[config.mk]
export PLATFORM = sky130hd
export DESIGN_NAME = reset_sequencer
export DESIGN_NICKNAME = d
export VERILOG_FILES = /design/src/rtl/reset_sequencer_pkg.sv /design/src/rtl/reset_sequencer.sv
export SDC_FILE = /design/constraint.sdc
export NUM_CORES = 1
export LEC_CHECK = 0
export CORE_UTILIZATION = 59
export CTS_CLUSTER_SIZE = 16
export DETAILED_ROUTE_END_ITERATION = 12
export DONT_BUFFER_PORTS = 1
export GPL_TIMING_DRIVEN = 0
export PLACE_DENSITY = 0.76
export SKIP_CTS_REPAIR_TIMING = 1
export SYNTH_ARGS = -nofsm -noshare
export SYNTH_HDL_FRONTEND = slang
export SYNTH_SLANG_ARGS = --single-unit
[constraint.sdc]
create_clock -name clk -period 2.3 [get_ports clk]
set_input_delay 0.46 -clock clk [delete_from_list [all_inputs] [get_ports clk]]
set_output_delay 0.46 -clock clk [all_outputs]
set_load 0.01 [all_outputs]
[src/rtl/reset_sequencer_pkg.sv]
// Shared types and widths for the staged reset release controller.
package reset_sequencer_pkg;

    typedef enum logic [1:0] {
        HOLD = 2'd0,
        WAIT = 2'd1,
        DONE = 2'd2
    } state_e;

    localparam int CntWidth = 8;
    localparam int IdxWidth = 3;

endpackage

[src/rtl/reset_sequencer.sv]
// Staged reset release: hold all domains, then release them one by one in index
// order, each gated on its ready acknowledge or a timeout.
module reset_sequencer
    import reset_sequencer_pkg::*;
#(
    parameter int NumStages     = 3,
    parameter int HoldCycles    = 16,
    parameter int TimeoutCycles = 64
) (
    input  logic                 clk,
    input  logic                 rst_n,
    input  logic                 req,
    input  logic [NumStages-1:0] ready_in,
    output logic [NumStages-1:0] stage_rst_n,
    output logic                 busy,
    output logic                 done,
    output logic [NumStages-1:0] err
);

    if (NumStages < 1 || NumStages > 8) begin : g_bad_num_stages
        $error("reset_sequencer: NumStages must be in 1..8");
    end
    if (HoldCycles < 1 || HoldCycles > 255) begin : g_bad_hold
        $error("reset_sequencer: HoldCycles must be in 1..255");
    end
    if (TimeoutCycles < 1 || TimeoutCycles > 255) begin : g_bad_timeout
        $error("reset_sequencer: TimeoutCycles must be in 1..255");
    end

    localparam logic [CntWidth-1:0] HoldLoad    = CntWidth'(HoldCycles - 1);
    localparam logic [CntWidth-1:0] TimeoutLoad = CntWidth'(TimeoutCycles - 1);
    localparam logic [IdxWidth-1:0] LastIdx     = IdxWidth'(NumStages - 1);

    state_e                state_q, state_d;
    logic [CntWidth-1:0]   cnt_q, cnt_d;
    logic [IdxWidth-1:0]   idx_q, idx_d;
    logic [NumStages-1:0]  stage_rst_n_q, stage_rst_n_d;
    logic [NumStages-1:0]  err_q, err_d;
    logic                  busy_q, busy_d;
    logic                  done_q, done_d;

    logic                  ready_sel;
    logic                  cnt_zero;
    logic                  advance;
    logic                  timed_out;

    // Looped select keeps the index width independent of NumStages.
    always_comb begin
        ready_sel = 1'b0;
        for (int k = 0; k < NumStages; k++) begin
            if (k == int'(idx_q)) ready_sel = ready_in[k];
        end
    end

    assign cnt_zero  = (cnt_q == '0);
    assign advance   = ready_sel | cnt_zero;
    assign timed_out = cnt_zero & ~ready_sel;

    always_ff @(posedge clk) begin
        if (!rst_n) begin
            state_q <= HOLD;
        end else begin
            state_q <= state_d;
        end
    end

    always_comb begin
        state_d = state_q;
        if (req) begin
            state_d = HOLD;
        end else begin
            unique case (state_q)
                HOLD:    if (cnt_zero) state_d = WAIT;
                WAIT:    if (advance && idx_q == LastIdx) state_d = DONE;
                DONE:    state_d = DONE;
                default: state_d = HOLD;
            endcase
        end
    end

    always_comb begin
        cnt_d         = cnt_q;
        idx_d         = idx_q;
        stage_rst_n_d = stage_rst_n_q;
        err_d         = err_q;
        busy_d        = busy_q;
        done_d        = done_q;
        if (req) begin
            cnt_d         = HoldLoad;
            idx_d         = '0;
            stage_rst_n_d = '0;
            err_d         = '0;
            busy_d        = 1'b1;
            done_d        = 1'b0;
        end else begin
            unique case (state_q)
                HOLD: begin
                    if (!cnt_zero) begin
                        cnt_d = cnt_q - CntWidth'(1);
                    end else begin
                        stage_rst_n_d[0] = 1'b1;
                        idx_d            = '0;
                        cnt_d            = TimeoutLoad;
                    end
                end
                WAIT: begin
                    if (advance) begin
                        for (int k = 0; k < NumStages; k++) begin
                            if (timed_out && k == int'(idx_q)) err_d[k] = 1'b1;
                            if (idx_q != LastIdx && k == int'(idx_q) + 1) stage_rst_n_d[k] = 1'b1;
                        end
                        if (idx_q == LastIdx) begin
                            busy_d = 1'b0;
                            done_d = 1'b1;
                        end else begin
                            idx_d = idx_q + IdxWidth'(1);
                            cnt_d = TimeoutLoad;
                        end
                    end else begin
                        cnt_d = cnt_q - CntWidth'(1);
                    end
                end
                default: ;
            endcase
        end
    end

    always_ff @(posedge clk) begin
        if (!rst_n) begin
            cnt_q         <= HoldLoad;
            idx_q         <= '0;
            stage_rst_n_q <= '0;
            err_q         <= '0;
            busy_q        <= 1'b1;
            done_q        <= 1'b0;
        end else begin
            cnt_q         <= cnt_d;
            idx_q         <= idx_d;
            stage_rst_n_q <= stage_rst_n_d;
            err_q         <= err_d;
            busy_q        <= busy_d;
            done_q        <= done_d;
        end
    end

    assign stage_rst_n = stage_rst_n_q;
    assign err         = err_q;
    assign busy        = busy_q;
    assign done        = done_q;

endmodule

==> qor.csv, run 1 <==
metric,value,unit
RD Place Congestion,0.8315,
Yosys top cell by area,dfxtp_1,
Root Driver,clkbuf_4,
Layout Skew,1.702,ps
crit-path max FO,8,
multiplexer area fraction after synthesis,2.601,%
sum of negative setup slack,0,ps
Mapped Nets,151,
Worst-Margin Slew,482.3,ps
pin count of the biggest net entering global routing,13,
Total Wirelength,2573,µm
Main synth FF type,dfxtp_1,
# H-tree levels,1,
Peak VDD IR,0.0003062,V
CP startpoint kind,register,
Fin. Hold Viols,0,
Critical Setup Path Class,register to register,
Crit path largest cell delay,410,ps
nets,156,
router iterations before antenna repair,4,
total chip power,572.9,µW
CP bufs+invs,2,
dpl ws,330.7,ps
asr flop ratio synth,0,%
"commonest cells after routing, fill and taps aside","dfxtp_1, inv_1, nand2_1, nor2_1",
status,completed,
post-route setup slack,300.9,ps
global-route wire length before repair,4084,µm
clock tree buffer depth,2,
Slew Limit Fails,0,
WHS,415.3,ps
# setup viols final,0,
Vias/cell,6.175,
CTS tree,done,
CP top delay family,simple AND/OR/NAND/NOR gates,
slowest cell on the critical path,dfxtp_1,
mean post-synth cell area,8.777,µm²
Mapped Area,1202,µm²
"commonest non-fill, non-tap cell in the layout",dfxtp_1,
Initial Util,66.05,%
Area contributors post-synth,"dfxtp_1, ha_1, nand3_1, inv_1, nand2_1",
"EDFF count, synth",0,
RSZ-0062 raised after global routing,false,
FP Rows,15,
max_cap viols,0,
cells along the critical path,inv_1 > ha_1 > and3b_1 > o211ai_2 > and3_4 > buf_6 > and3_1 > o21ai_1,
initial antenna violation count,0,
Core Area,1821,µm²
1st-iter DRT viols,16,
Clock transition at path regs,120,ps
"Req. time, crit path",2490,ps
Simple-Gate Fraction of Synth Area,25.91,%
Highest Clock Rate,500.2,MHz
Critical Path AT,2190,ps
Pleak,0.4819,nW
DR WL/cell,15.50,µm
compound-gate portion of the synthesized area,22.68,%
fin crit share,86.92,%
PwrDens,454.2,nW/µm²
Routed Antenna Nets,0,
post-synth top area share,34.96,%
final core occ,69.28,%
Placed Area,1234,µm²
Num CTS Buffers,3,
dpl cells,162,
vias in the first global route,930,
synthesized flop and latch total,21,
Detailed Place HPWL,1885,µm
Port Buffer Count,0,
crit end category,register,
CTS sink count,21,
Die Span X,47.15,µm
sequential area share after synthesis,34.96,%
global route total overflow,0,
Max-slew headroom,67.85,%
Worst-Skew Late Latency,310,ps
Ant. Diodes,0,
Post-Syn Instances,137,
Vias,1025,
post-route non-filler standard cell count,166,
HP Class,input port to register,
YS warnings,0,
Synth Area in XOR/XNOR,0,%
Total GRT Usage,26.90,%
largest family of logic cells by synthesized area,simple AND/OR/NAND/NOR gates,
# DRC,0,
Tmin final,1999,ps
"Distinct cells, synth",48,
Die H,47.15,µm
fin area,1261,µm²
die area,2223,µm²
Synth-to-Final Area Change,4.891,%
layout cells sized above 1,12.06,%
adder-cell share of the synthesized area,8.325,%
I/O Pins,14,
[kinds of logic (layout without fill, tap and decap cells)]
family	Yosys count	after routing
AND/OR/NAND/NOR	53	53
multiplexers	3	3
buffers and inverters	15	19
AO/OA/AOI/OAI	37	37
adder cells (fa/ha/maj)	8	8
flip-flops	21	21
[report_power, final]
part / total [mW] / leakage (nW) / internal [mW] / switching (mW)
Combinational: 0.0221 / 0.295 / 0.00685 / 0.0153
Sequential: 0.366 / 0.170 / 0.365 / 0.00112
Clock: 0.184 / 0.0177 / 0.0651 / 0.119
[per-layer routing]
| metal | routed length, µm | up-vias | share of wire [%] | GRT usage [%] |
|---|---|---|---|---|
| met5 | 0 | - | 0 | 0 |
| met4 | 39 | 0 | 1.5 | 12.00 |
| met3 | 150 | 7 | 5.8 | 5.769 |
| met2 | 1122 | 28 | 44 | 41.11 |
| met1 | 1260 | 479 | 49 | 36.47 |
| li1 | - | 511 | - | - |
[flip-flops by register name, indices dropped and copies added (netlist names)]
register     cells
busy             1
cnt_q            8
done             1
err              3
idx_q            3
stage_rst_n      3
state_q          2
[final cells by class]
| type | count | area [µm²] |
|---|---|---|
| flip-flops and latches | 21 | 420.4 |
| clock inverters | 1 | 5.005 |
| fillers | 163 | 559.3 |
| inverters | 10 | 37.54 |
| plain buffers | 5 | 28.78 |
| well taps | 25 | 31.28 |
| clock buffers | 3 | 22.52 |
| multi-input cells | 101 | 715.7 |
[worst paths after layout]
kind                    start          to  slack, ps  cells past startpoint
setup / recovery     idx_q[0]    cnt_q[2]        300                      8
hold / removal    ready_in[2]        busy        420                      3
setup reg to reg     idx_q[0]    cnt_q[2]        300                      8
hold reg to reg    state_q[1]  state_q[1]        490                      2
[worst min-delay path, delay by kind of cell]
family / cells / cell delay [ps]
AOI/OAI and AO/OA: 2 / 190
and+or+nand+nor: 1 / 50
[synth_stat cells, types with 2 or more instances]
cell / instances
inv_1: 10
a21oi_1: 5
nor3_1: 4
a311oi_1: 3
nor2b_1: 3
or3_1: 2
nor2_1: 10
a41oi_1: 2
o211ai_1: 2
a31oi_1: 4
mux2i_1: 2
nand3_1: 8
a22o_1: 2
nand2b_1: 4
ha_1: 8
buf_2: 2
nand2_1: 10
o21ai_1: 3
dfxtp_1: 21
o21ai_0: 4
(Power assumes the default switching activity.)
==> run 2: changes to the inputs <==
Settings changed: CELL_PAD_IN_SITES_DETAIL_PLACEMENT set to 1, CELL_PAD_IN_SITES_GLOBAL_PLACEMENT set to 2, CORE_UTILIZATION 59 to 37, PLACE_DENSITY 0.76 to 0.77.
==> run 2 against run 1 <==
Maximum frequency is 2.6% lower. Global-route usage is 6.5 points lower. Via count is 0.20% lower. First-iteration DRC count is 56% higher. Highest routed layer unchanged. Utilization is 28 points lower. Die area is 57% higher. Routed wire length is 19% higher. Critical endpoint unchanged. Clock power hardly changed.
==> qor.csv, run 2 (synthesis gave the netlist of run 1 again) <==
metric,value,unit
worst r2r path cells,8,
vias in the first global route,1110,
Clock transition at path regs,120,ps
RR Endpoint,cnt_q[2],
global route total overflow,0,
Worst-Margin Slew,542.8,ps
PwrDens,448.3,nW/µm²
crit path to,cnt_q[2],
post-route setup slack,248.6,ps
NetSw,135.7,µW
"Req. time, crit path",2480,ps
Peak VDD IR,0.0002884,V
max reg flops,8,
Total Wirelength,3052,µm
HP Class,input port to register,
switching portion of total power,23.57,%
Slew Limit Fails,0,
sum of negative setup slack,0,ps
slowest cell on the critical path,dfxtp_1,
Synth-to-Final Area Change,6.764,%
P_int,439.8,µW
Fin. Hold Viols,0,
Num CTS Buffers,3,
clock tree buffer depth,2,
Core Area,3078,µm²
"commonest cells after routing, fill and taps aside","dfxtp_1, inv_1, nand2_1, nor2_1",
Root Driver,clkbuf_4,
1st-iter DRT viols,25,
WHS,446.7,ps
# H-tree levels,1,
DR WL/cell,16.50,µm
# setup viols final,0,
status,completed,
max_cap viols,0,
layout cells sized above 1,11.35,%
Layout Skew,4.115,ps
Port Buffer Count,0,
Detailed Place HPWL,2348,µm
Initial Util,39.07,%
fin crit share,89.19,%
Die Span X,59.01,µm
CTS tree,done,
Ant. Diodes,0,
Tmin final,2051,ps
Crit path largest cell delay,410,ps
pin count of the biggest net entering global routing,12,
dpl ws,267.9,ps
Logic pwr share,4.0,%
Max-slew headroom,63.81,%
CTS sink count,21,
Total GRT Usage,20.42,%
FP Rows,20,
Pleak,0.4791,nW
Clock power frac,32.3,%
cells along the critical path,inv_1 > ha_1 > and3b_1 > o211ai_2 > and3_4 > buf_6 > and3_1 > o21ai_1,
global-route wire length before repair,5333,µm
RD Place Congestion,0.7404,
worst r2r src,idx_q[0],
reg-to-reg setup timing slack,250,ps
Routed Antenna Nets,0,
crit path from,idx_q[0],
die area,3482,µm²
Critical Setup Path Class,register to register,
Die H,59.01,µm
Worst-Skew Late Latency,300,ps
largest reg by FF count,cnt_q,
Highest Clock Rate,487.5,MHz
Vias/cell,5.530,
Vias,1023,
Critical Path AT,2240,ps
nets,156,
CP startpoint kind,register,
router iterations before antenna repair,3,
I/O Pins,14,
Reg power frac,63.7,%
"commonest non-fill, non-tap cell in the layout",dfxtp_1,
initial antenna violation count,0,
RSZ-0062 raised after global routing,false,
crit-path max FO,8,
# DRC,0,
crit end category,register,
run 2: cell types whose count changed in the layout (fill, tap and decap cells not counted), sizes merged:
cell / previous run / this run
clkbuf: 4 / 5
clkinv: 1 / 0
run 2: worst min path at each step:
stage / cells after the start / from / slack (ps) / end
final: 3 / ready_in[2] / 450 / busy
after global routing: 3 / ready_in[2] / 450 / busy
after CTS: 3 / ready_in[2] / 460 / busy
after detailed placement: 2 / state_q[1] / 480 / state_q[1]
after global placement: 2 / state_q[1] / 460 / state_q[1]
after floorplan: 2 / state_q[1] / 440 / state_q[1]
run 2: layout make-up:
class                      instances  area [µm²]
sequential                        21       420.4
fill                             382        1794
tap                               44       55.05
multi-input combinational        101       715.7
clock buffer                       4       26.28
inverter                          10       37.54
buffer                             5       28.78
run 2: worst max-delay path, delay by kind of cell (launching register included):
kind            cells  cell delay, ps
fa+ha+maj           1             250
flops               1             410
buf+inv             2             230
compound gates      2             420
simple gates        3             610
run 2: metrics by stage:
stage | cell area [µm²] | cells | power [mW] | utilization [%]
final | 1284 | 185 | 0.5755 | 41.71
after global routing | 1284 | 185 | 0.5994 | 41.71
after CTS | 1284 | 185 | 0.5818 | 41.71
after detailed placement | 1257 | 181 | 0.3986 | 40.85
after global placement | 1257 | 181 | 0.3967 | 40.85
after floorplan | 1202 | 137 | 0.3910 | -
run 2: layer usage:
| metal | up-vias | share of wire [%] | GRT usage, % |
|---|---|---|---|
| met3 | 4 | 3.0 | 3.712 |
| met2 | 14 | 45 | 33.60 |
| met4 | 0 | 0.88 | 5.102 |
| li1 | 508 | - | - |
| met1 | 497 | 51 | 27.64 |
| met5 | - | 0 | 0 |
run 2: power by group through the flow:
stage / registers (mW) / logic [mW] / clock network, mW
floorplan: 0.374 / 0.0167 / 0
global placement: 0.375 / 0.0221 / 0
detailed placement: 0.375 / 0.0236 / 0
CTS: 0.367 / 0.0236 / 0.191
global route: 0.367 / 0.0259 / 0.206
finish: 0.367 / 0.0232 / 0.186
